**src/rtl/note_pkg.sv**
```systemverilog
// Shared types and constants for the note synthesiser: note code layout,
// envelope state encoding and the phase-increment table (220 Hz base, 48 kHz).
package note_pkg;

  localparam int NUM_NOTES = 22;

  typedef struct packed {
    logic       present;
    logic [4:0] num;
  } note_code_t;

  typedef enum logic [1:0] {
    IDLE    = 2'd0,
    ATTACK  = 2'd1,
    SUSTAIN = 2'd2,
    RELEASE = 2'd3
  } env_state_t;

  // round(220 * 2^(k/12) * 2^24 / 48000)
  localparam logic [23:0] PINC_TABLE [NUM_NOTES] = '{
    24'd76896,  24'd81468,  24'd86312,  24'd91445,  24'd96882,  24'd102643,
    24'd108747, 24'd115213, 24'd122064, 24'd129322, 24'd137012, 24'd145160,
    24'd153791, 24'd162936, 24'd172625, 24'd182890, 24'd193765, 24'd205287,
    24'd217494, 24'd230426, 24'd244128, 24'd258645
  };

  function automatic logic note_is_on(input note_code_t code);
    return code.present && (code.num < 5'(NUM_NOTES));
  endfunction

endpackage

```
**src/rtl/note_synth_env.sv**
```systemverilog
// Envelope generator: attack/sustain/release FSM stepping the 8-bit amplitude
// once per audio sample tick.
//
//   state   | meaning
//   IDLE    | silent, amp = 0, waiting for gate
//   ATTACK  | amp rising by ENV_STEP per tick, saturating at 255
//   SUSTAIN | amp held at 255 while gate stays high
//   RELEASE | amp falling by ENV_STEP per tick, saturating at 0
module note_synth_env
  import note_pkg::*;
#(
  parameter int ENV_STEP = 4
) (
  input  logic       i_clk,
  input  logic       i_rst_n,
  input  logic       i_tick,
  input  logic       i_gate,
  output logic [7:0] o_amp,
  output logic       o_busy
);

  env_state_t r_state;
  logic [7:0] r_amp;
  logic       r_busy;
  logic [8:0] w_amp_up;
  logic [7:0] w_amp_up_sat;
  logic [7:0] w_amp_dn_sat;

  assign w_amp_up     = {1'b0, r_amp} + 9'(ENV_STEP);
  assign w_amp_up_sat = (w_amp_up > 9'd255) ? 8'd255 : w_amp_up[7:0];
  assign w_amp_dn_sat = (r_amp > 8'(ENV_STEP)) ? (r_amp - 8'(ENV_STEP)) : 8'd0;

  // Leaving IDLE applies the first attack step on the same tick.
  always_ff @(posedge i_clk or negedge i_rst_n) begin
    if (!i_rst_n) begin
      r_state <= IDLE;
      r_amp   <= 8'd0;
      r_busy  <= 1'b0;
    end else if (i_tick) begin
      case (r_state)
        IDLE: begin
          if (i_gate) begin
            r_state <= ATTACK;
            r_amp   <= w_amp_up_sat;
            r_busy  <= 1'b1;
          end
        end
        ATTACK: begin
          if (!i_gate) begin
            r_state <= RELEASE;
          end else begin
            r_amp <= w_amp_up_sat;
            if (w_amp_up_sat == 8'd255) r_state <= SUSTAIN;
          end
        end
        SUSTAIN: begin
          if (!i_gate) r_state <= RELEASE;
        end
        RELEASE: begin
          if (i_gate) begin
            r_state <= ATTACK;
          end else begin
            r_amp <= w_amp_dn_sat;
            if (w_amp_dn_sat == 8'd0) begin
              r_state <= IDLE;
              r_busy  <= 1'b0;
            end
          end
        end
        default: begin
          r_state <= IDLE;
          r_amp   <= 8'd0;
          r_busy  <= 1'b0;
        end
      endcase
    end
  end

  assign o_amp  = r_amp;
  assign o_busy = r_busy;

endmodule

```
**src/rtl/note_synth.sv**
```systemverilog
// Single-voice note synthesiser: sample tick, phase accumulator, square (or,
// with NOTE_SYNTH_TRI_EN defined, triangle) waveform scaled by the envelope.
module note_synth
  import note_pkg::*;
#(
  parameter int SAMPLE_DIV = 2083,
  parameter int ENV_STEP   = 4,
  parameter int PHASE_W    = 24
) (
  input  logic        clk_in,
  input  logic        rst_n_in,
  input  logic [5:0]  note_in,
  input  logic        note_valid_in,
  output logic [15:0] sample_out,
  output logic        sample_valid_out,
  output logic        busy_out
);

  localparam int CNT_W = (SAMPLE_DIV > 1) ? $clog2(SAMPLE_DIV) : 1;

  logic [CNT_W-1:0]   r_tick_cnt;
  logic               w_tick;
  note_code_t         w_note;
  logic               w_note_on;
  logic               r_gate;
  logic [PHASE_W-1:0] r_pending_pinc;
  logic [PHASE_W-1:0] r_active_pinc;
  logic [PHASE_W-1:0] r_phase;
  logic               r_tick_d1;
  logic [7:0]         w_amp;
  logic               w_busy;
  logic signed [15:0] w_raw;
  logic signed [24:0] w_raw_ext;
  logic signed [24:0] w_amp_ext;
  logic signed [24:0] w_prod;

  assign w_tick    = (r_tick_cnt == CNT_W'(SAMPLE_DIV - 1));
  assign w_note    = note_in;
  assign w_note_on = note_is_on(w_note);

  always_ff @(posedge clk_in or negedge rst_n_in) begin
    if (!rst_n_in) begin
      r_tick_cnt <= '0;
    end else if (w_tick) begin
      r_tick_cnt <= '0;
    end else begin
      r_tick_cnt <= r_tick_cnt + CNT_W'(1);
    end
  end

  // Invalid or absent notes only drop the gate; the last pitch is kept for release.
  always_ff @(posedge clk_in or negedge rst_n_in) begin
    if (!rst_n_in) begin
      r_gate         <= 1'b0;
      r_pending_pinc <= '0;
    end else if (note_valid_in) begin
      r_gate <= w_note_on;
      if (w_note_on) r_pending_pinc <= PHASE_W'(PINC_TABLE[w_note.num]);
    end
  end

  always_ff @(posedge clk_in or negedge rst_n_in) begin
    if (!rst_n_in) begin
      r_active_pinc <= '0;
      r_phase       <= '0;
    end else if (w_tick) begin
      r_active_pinc <= r_pending_pinc;
      r_phase       <= w_busy ? (r_phase + r_active_pinc) : '0;
    end
  end

  note_synth_env #(
    .ENV_STEP(ENV_STEP)
  ) u_env (
    .i_clk  (clk_in),
    .i_rst_n(rst_n_in),
    .i_tick (w_tick),
    .i_gate (r_gate),
    .o_amp  (w_amp),
    .o_busy (w_busy)
  );

`ifdef NOTE_SYNTH_TRI_EN
  logic [15:0] w_tri;
  assign w_tri = r_phase[PHASE_W-1] ? ~r_phase[PHASE_W-2 -: 16] : r_phase[PHASE_W-2 -: 16];
  assign w_raw = signed'(w_tri ^ 16'h8000);
`else
  assign w_raw = r_phase[PHASE_W-1] ? 16'sh8000 : 16'sh7fff;
`endif

  assign w_raw_ext = 25'(w_raw);
  assign w_amp_ext = 25'(signed'({1'b0, w_amp}));
  assign w_prod    = w_raw_ext * w_amp_ext;

  // Envelope and phase settle on the tick edge; the product is captured one cycle later.
  always_ff @(posedge clk_in or negedge rst_n_in) begin
    if (!rst_n_in) begin
      r_tick_d1        <= 1'b0;
      sample_valid_out <= 1'b0;
      sample_out       <= '0;
    end else begin
      r_tick_d1        <= w_tick;
      sample_valid_out <= r_tick_d1;
      if (r_tick_d1) sample_out <= w_busy ? 16'(w_prod >>> 8) : 16'd0;
    end
  end

  assign busy_out = w_busy;

endmodule
```
**config.mk**
```make
export PLATFORM = sky130hd
export DESIGN_NAME = note_synth
export DESIGN_NICKNAME = d
export VERILOG_FILES = /design/src/rtl/note_pkg.sv /design/src/rtl/note_synth_env.sv /design/src/rtl/note_synth.sv
export SDC_FILE = /design/constraint.sdc
export NUM_CORES = 1
export LEC_CHECK = 0
export ABC_AREA = 1
export CORE_UTILIZATION = 43
export DETAILED_ROUTE_END_ITERATION = 6
export PLACE_DENSITY = 0.69
export SYNTH_ARGS = -nofsm -noshare
export SYNTH_HDL_FRONTEND = slang
export SYNTH_SLANG_ARGS = --single-unit
```
**constraint.sdc**
```tcl
create_clock -name clk_in -period 11.51 [get_ports clk_in]
set_input_delay 3.453 -clock clk_in [delete_from_list [all_inputs] [get_ports clk_in]]
set_output_delay 3.453 -clock clk_in [all_outputs]
set_load 0.05 [all_outputs]
```
==> qor.yml, run 1 <==
status: "completed"
synth-main-ff-cell: "dfrtp_1"
async_flop_share_pct: 100.0
antenna_left: 0
switching_share_pct: 25.98
synth_top_area_cell: "dfrtp_1"
syn_inst: 1160
gp_congestion: 0.9223
synth_cell_types: 57
drt-total-wl_um: 18480
cts_setup_buffers: 0
internal-power_w: 0.0005386
via_per_inst: 5.114
numCtsBuffers: 9
critPathArrivalTime_ns: 6.01
wl_per_cell_um: 12.84
clk_pin_slew_worst_paths_ns: 0.08
hold_class: "reg -> reg"
power.switching_w: 0.0001891
end_kind: "flop"
io_pins: 27
powerDensity_nw_per_um2: 76.17
stdcell_count: 1440
gr-usage-all-layers_pct: 18.55
area_growth_pct: 8.543
clkLatencyLatePin_ns: 0.36
dp_cells: 1424
cts_hold_buf: 0
n_antenna_cell: 0
slew_headroom_pct: 51.32
maxCapViolCount: 0
cts_root_buf: "clkbuf_16"
grt-ovfl-total: 0
cts_max_level: 3
fp.dieW_um: 145.1
hold_viol: 0
cts_resized: 0
layout-drive-gt1-share_pct: 6.553
grt_max_degree: 59
antenna_found_initial: 0
dieArea_um2: 21050
pre_cts_ws_ns: 5.395
worstPathRequired_ns: 11.80
maxSlewViolCount: 0
die_y_um: 145.1
dpl.hpwl_um: 14420
cts_buffer_depth: 2
skew_ns: 0.01451
grt_pass1_wl_um: 32660
fp-row-count: 51
min_period_ns: 5.725
dr.pass1.iters: 5
synth_seq_area_share_pct: 29.00
cts_tree: "yes"
drc_errors: 0
fin_tns_setup_ns: 0
path_max_fanout: 20
tightest_slew_ns: 0.7302
portBuffers: 26
drt_iter0_drc: 411
synth_edf_count: 0
p_clk_share_pct: 41.6
start_util_pct: 44.50
postSynthAreaPerCell_um2: 7.588
synth_nets: 1284
final_cell_mix: "nand2_1, inv_1, dfrtp_1, o21ai_0, nor2_1"
grt_pass1_vias: 6998
grt_setup_unrepaired: "no"
yosys.area.top_type_share_pct: 29.00
ys_ff_latch: 102
synth_area_um2: 8802
ys.warnings.count: 0
clock.fmax_ghz: 0.1747
nets: 1294
ys_top_cells_by_area: "dfrtp_1, nand2_1, ha_1"
cts.sinks: 102
p_comb_share_pct: 7.0
finalCritPeriodShare_pct: 49.74
p_leak_nw: 5.026
cp-start-kind: "primary input"
whs_ns: 0.4094
setup_slack_ns: 5.785
share_seq_of_total_power_pct: 51.4
ir_drop_v: 0.00009407
critPathKind: "in -> reg"
final_common_cell: "nand2_1"
setup_viol: 0
vias: 7364
design.core.area_um2: 19780
logic make-up (layout without fill, tap and decap cells):
logic type	count (synthesis)	after routing	synth area share (%)
and+or+nand+nor	480	480	24.75
DFF	102	102	29.00
adders and majority gates	115	115	19.67
AOI/OAI and AO/OA	236	236	15.49
other	1	1	0.04260
xor gates and xnor gates	17	17	1.692
buffers and inverters	209	224	9.353
state kept, by name, indices dropped and copies added (netlist names):
signal	cells
r_tick_d1	1
sample_out	16
r_active_pinc	18
r_pending_pinc	18
r_gate	1
u_env.o_amp	8
u_env.o_busy	1
u_env.r_state	2
r_phase	24
sample_valid_out	1
r_tick_cnt	12
critical path: stages:
cell,delay [ns]
clkdlybuf4s50_1,0.75
ha_1,0.36
o21ai_0,0.14
nand3_1,0.47
inv_1,0.51
o311ai_0,0.21
o21ai_0,0.10
stage by stage:
step | utilization [%] | power, W | instance area, um^2
after floorplan | - | 0.0004120 | 8802
after global placement | 46.82 | 0.0004324 | 9261
after detailed placement | 46.82 | 0.0004329 | 9261
after CTS | 48.30 | 0.0007364 | 9554
after global routing | 48.30 | 0.0007592 | 9554
final | 48.30 | 0.0007277 | 9554
routing by layer:
| metal | part of all wire (%) | routed length [um] | global-route usage, % | vias up |
|---|---|---|---|---|
| met2 | 45 | 8277 | 29.11 | 161 |
| met1 | 50 | 9309 | 26.58 | 3387 |
| met5 | 0 | 0 | 0 | - |
| met3 | 3.7 | 691 | 2.453 | 19 |
| met4 | 1.1 | 204 | 5.474 | 0 |
| li1 | - | - | - | 3797 |
power groups by stage:
stage	clock, W	sequential [W]	combinational [W]
2_1_floorplan	0	0.000380	0.0000316
3_3_place_gp	0	0.000381	0.0000511
3_5_place_dp	0	0.000381	0.0000516
4_1_cts	0.000311	0.000374	0.0000518
5_1_grt	0.000324	0.000376	0.0000593
6_report	0.000302	0.000374	0.0000511
layout make-up:
cell class,instances,area (um^2)
clock inverter,7,67.56
clock buffer,9,225.2
timing repair buffer,28,272.8
inverter,180,678.2
sequential,102,2552
fill,1980,10230
tap,265,331.6
multi-input combinational,849,5426
synth_stat cells (4+ instances only):
library cell	n
inv_1	168
nand2_1	263
o21ai_0	93
o211ai_1	7
buf_2	8
fa_1	39
a31oi_1	8
nor2_1	85
a22oi_1	5
clkbuf_1	17
xnor2_1	8
nand2_4	4
a21o_1	7
nor3_1	14
dfrtp_1	102
inv_2	9
o21bai_1	5
xor2_1	9
nand4_1	12
o21ai_1	4
ha_1	76
nand2_2	16
nor2_4	6
a21oi_1	79
nor4_1	7
nand3_1	55
worst paths after layout:
check | startpoint | endpoint | slack, ns | cells past startpoint
max in group asynchronous | rst_n_in | u_env.o_amp[0] | 7.28 | 2
hold / removal | r_tick_d1 | sample_valid_out | 0.41 | 0
min in group asynchronous | rst_n_in | sample_out[15] | 3.08 | 1
setup reg to reg | r_phase[23] | sample_out[13] | 6.45 | 22
setup / recovery | note_in[2] | r_pending_pinc[7] | 5.78 | 7
hold reg to reg | r_tick_d1 | sample_valid_out | 0.41 | 0
Power figures use the tool's default switching activity.
==> run 2, diff against run 1 <==
Clock period 11.51 ns to 5.75 ns, I/O delays scaled along.
==> run 2 against run 1 <==
  * Critical path depth grew 14
  * Sequential share of layout area fell by 0.13 points
  * Cell area increased by 0.48%
  * Die area unchanged
  * Via count barely moved
  * Final cell count rose by 0.14%
  * Clock-buffer cell count did not move
  * Clock power rose by 110%
  * Flip-flop and latch count did not move
  * Non-clock buffer count up 2
  * Power increased by 110%
  * Highest routed layer unchanged
==> qor.yml, run 2 (synthesis gave the netlist of run 1 again) <==
post-route-util_pct: 48.53  # was 48.30%
cts_buffer_depth: 2  # unchanged
path_depth: 21  # was 7
start_util_pct: 44.50  # unchanged
grt_setup_unrepaired: "no"  # unchanged
gp_congestion: 0.9159  # was 0.9223
path_buf_inv: 4  # was 2
reg2reg_depth: 21  # was 22
vias: 7358  # was 7364
hold_viol: 0  # unchanged
switching_share_pct: 27.04  # was 25.98%
grt_pass1_wl_um: 32550  # was 32660 um
power.switching_w: 0.0004052  # was 0.0001891 W
die_y_um: 145.1  # unchanged
critPathArrivalTime_ns: 5.28  # was 6.01 ns
io_pins: 27  # unchanged
portBuffers: 26  # unchanged
crit_end: "sample_out[9]"  # was r_pending_pinc[7]
drt_iter0_drc: 459  # was 411
n_antenna_cell: 0  # unchanged
r2r_end: "sample_out[9]"  # was sample_out[13]
gr-usage-all-layers_pct: 18.45  # was 18.55%
cts.sinks: 102  # unchanged
antenna_found_initial: 0  # unchanged
crit_family: "adder cells"  # was buffers and inverters
worstPathRequired_ns: 6.00  # was 11.80 ns
nets: 1296  # was 1294
cts_setup_buffers: 0  # unchanged
p_clk_share_pct: 43.1  # was 41.6%
grt_max_degree: 53  # was 59
p_leak_nw: 5.046  # was 5.026 nW
top_regs: "r_phase (24), r_active_pinc (18), r_pending_pinc (18)"  # unchanged
design.core.area_um2: 19780  # unchanged
powerDensity_nw_per_um2: 156.1  # was 76.17 nW/um^2
cts_max_level: 3  # unchanged
rr_startpoint: "r_phase[23]"  # unchanged
grt-ovfl-total: 0  # unchanged
hold_class: "reg -> reg"  # unchanged
whs_ns: 0.4060  # was 0.4094 ns
totalPowerFinal_w: 0.001498  # was 0.0007277 W
dpl.hpwl_um: 14570  # was 14420 um
reg2reg_slack_ns: 0.72  # was 6.45 ns
wl_per_cell_um: 12.94  # was 12.84 um
tightest_slew_ns: 0.6855  # was 0.7302 ns
dr.pass1.iters: 6  # was 5
via_per_inst: 5.103  # was 5.114
fp.dieW_um: 145.1  # unchanged
finalCritPeriodShare_pct: 87.39
final_cell_mix: "nand2_1, inv_1, dfrtp_1, o21ai_0, nor2_1"  # unchanged
dieArea_um2: 21050  # unchanged
share_seq_of_total_power_pct: 50.0  # was 51.4%
slew_headroom_pct: 54.15  # was 51.32%
slowest_delay_ns: 0.65  # was 0.75 ns
numCtsBuffers: 9  # unchanged
final_common_cell: "nand2_1"  # unchanged
internal-power_w: 0.001093  # was 0.0005386 W
cp-startpoint: "r_phase[23]"  # was note_in[2]
path_max_fanout: 17  # was 20
setup_viol: 0  # unchanged
drc_errors: 0  # unchanged
largest_reg_flops: 24  # unchanged
layout-drive-gt1-share_pct: 6.712  # was 6.553%
slowest_stage: "fa_1"  # was clkdlybuf4s50_1
end_kind: "flop"  # unchanged
p_comb_share_pct: 7.0  # about the same
drt-total-wl_um: 18660  # was 18480 um
top_register: "r_phase"  # unchanged
antenna_left: 0  # unchanged
clock.fmax_ghz: 0.1990
cts_root_buf: "clkbuf_16"  # unchanged
stdcell_count: 1442  # was 1440
fp-row-count: 51  # unchanged
ir_drop_v: 0.0001388  # was 0.00009407 V
clk_pin_slew_worst_paths_ns: 0.08  # about the same
cp-start-kind: "flop"  # was primary input
skew_ns: 0.01117  # was 0.01451 ns
clkLatencyLatePin_ns: 0.36  # about the same
worstHoldStart: "r_tick_d1"  # unchanged
cts_resized: 0  # unchanged
critPathKind: "reg -> reg"  # was in -> reg
dp_cells: 1426  # was 1424
maxSlewViolCount: 0  # unchanged
grt_pass1_vias: 6912  # was 6998
fillers: 1927  # was 1980
cts_hold_buf: 0  # unchanged
cts_tree: "yes"  # unchanged
min_period_ns: 5.025
status: "completed"  # unchanged
area_growth_pct: 9.069  # was 8.543%
fin_tns_setup_ns: 0  # unchanged
maxCapViolCount: 0  # unchanged
cp_cell_sequence: "nor2_1 > inv_1 > fa_1 > inv_1 > ha_1 > xnor2_1 > inv_1 > fa_1 > inv_1 > fa_1 > ha_1 > nand2_1 > o21ai_0 > o21bai_4 > nand2_4 > nand2_8 > nand2_2 > nand2_1 > nand2_1 > nand3_1 > nand2_1"  # was clkdlybuf4s50_1 > ha_1 > o21ai_0 > nand3_1 > inv_1 > o311ai_0 > o21ai_0
-- run 2: changes by cell type in the layout (fill, tap and decap cells not counted), sizes merged --
cell	before	now
clkinv	4	5
buf	3	5
inv	183	182
-- run 2: worst min-delay path by stage --
stage                             endpoint  slack [ns]  depth (start not counted)
after floorplan           sample_valid_out        0.37                          0
after global placement    sample_valid_out        0.38                          0
after detailed placement  sample_valid_out        0.39                          0
after CTS                 sample_valid_out        0.41                          0
after global routing      sample_valid_out        0.43                          0
final                     sample_valid_out        0.41                          0
-- run 2: area by class of cell --
cell class	instances	area, um^2	share of cell area [%]
timing repair buffer	30	287.8	2.998
clock buffer	9	225.2	2.346
clock inverter	7	98.84	1.030
multi-input combinational	849	5426	56.52
sequential	102	2552	26.59
inverter	180	678.2	7.064
tap	265	331.6	3.454
-- run 2: worst register-to-register path, delay by kind of cell, from the launching register on --
kind / cells / cell delay, ns
and+or+nand+nor: 9 / 0.89
buffers and inverters: 4 / 0.40
xor gates and xnor gates: 1 / 0.29
AOI/OAI and AO/OA: 2 / 0.43
adders and majority gates: 5 / 2.33
DFF: 1 / 0.61
-- run 2: power groups by stage --
stage / logic (W) / clock network (W) / registers (W)
after floorplan: 0.0000633 / 0 / 0.000761
after global placement: 0.000103 / 0 / 0.000762
after detailed placement: 0.000105 / 0 / 0.000764
after CTS: 0.000105 / 0.000664 / 0.000749
after global routing: 0.000120 / 0.000696 / 0.000751
final: 0.000104 / 0.000645 / 0.000749
-- run 2: metrics by stage --
| step | worst slack, ns | area [um^2] |
|---|---|---|
| after floorplan | 1.262 | 8802 |
| after global placement | 0.9322 | 9276 |
| after detailed placement | 0.7187 | 9276 |
| after CTS | 0.7372 | 9600 |
| after global routing | 0.2794 | 9600 |
| final | 0.7248 | 9600 |
-- run 2: per-layer routing --
layer,GRT usage (%),up-vias,part of all wire [%]
met5,0,-,0
met4,4.158,0,0.92
met3,2.704,14,3.5
met2,29.09,142,45
met1,26.65,3397,51
li1,-,3805,-
==> run 3, diff against run 2 <==
Settings changed: SLEW_MARGIN set to 10.
==> results of run 3 <==
The final DEF is identical to that of run 2; final timing and power are the same.
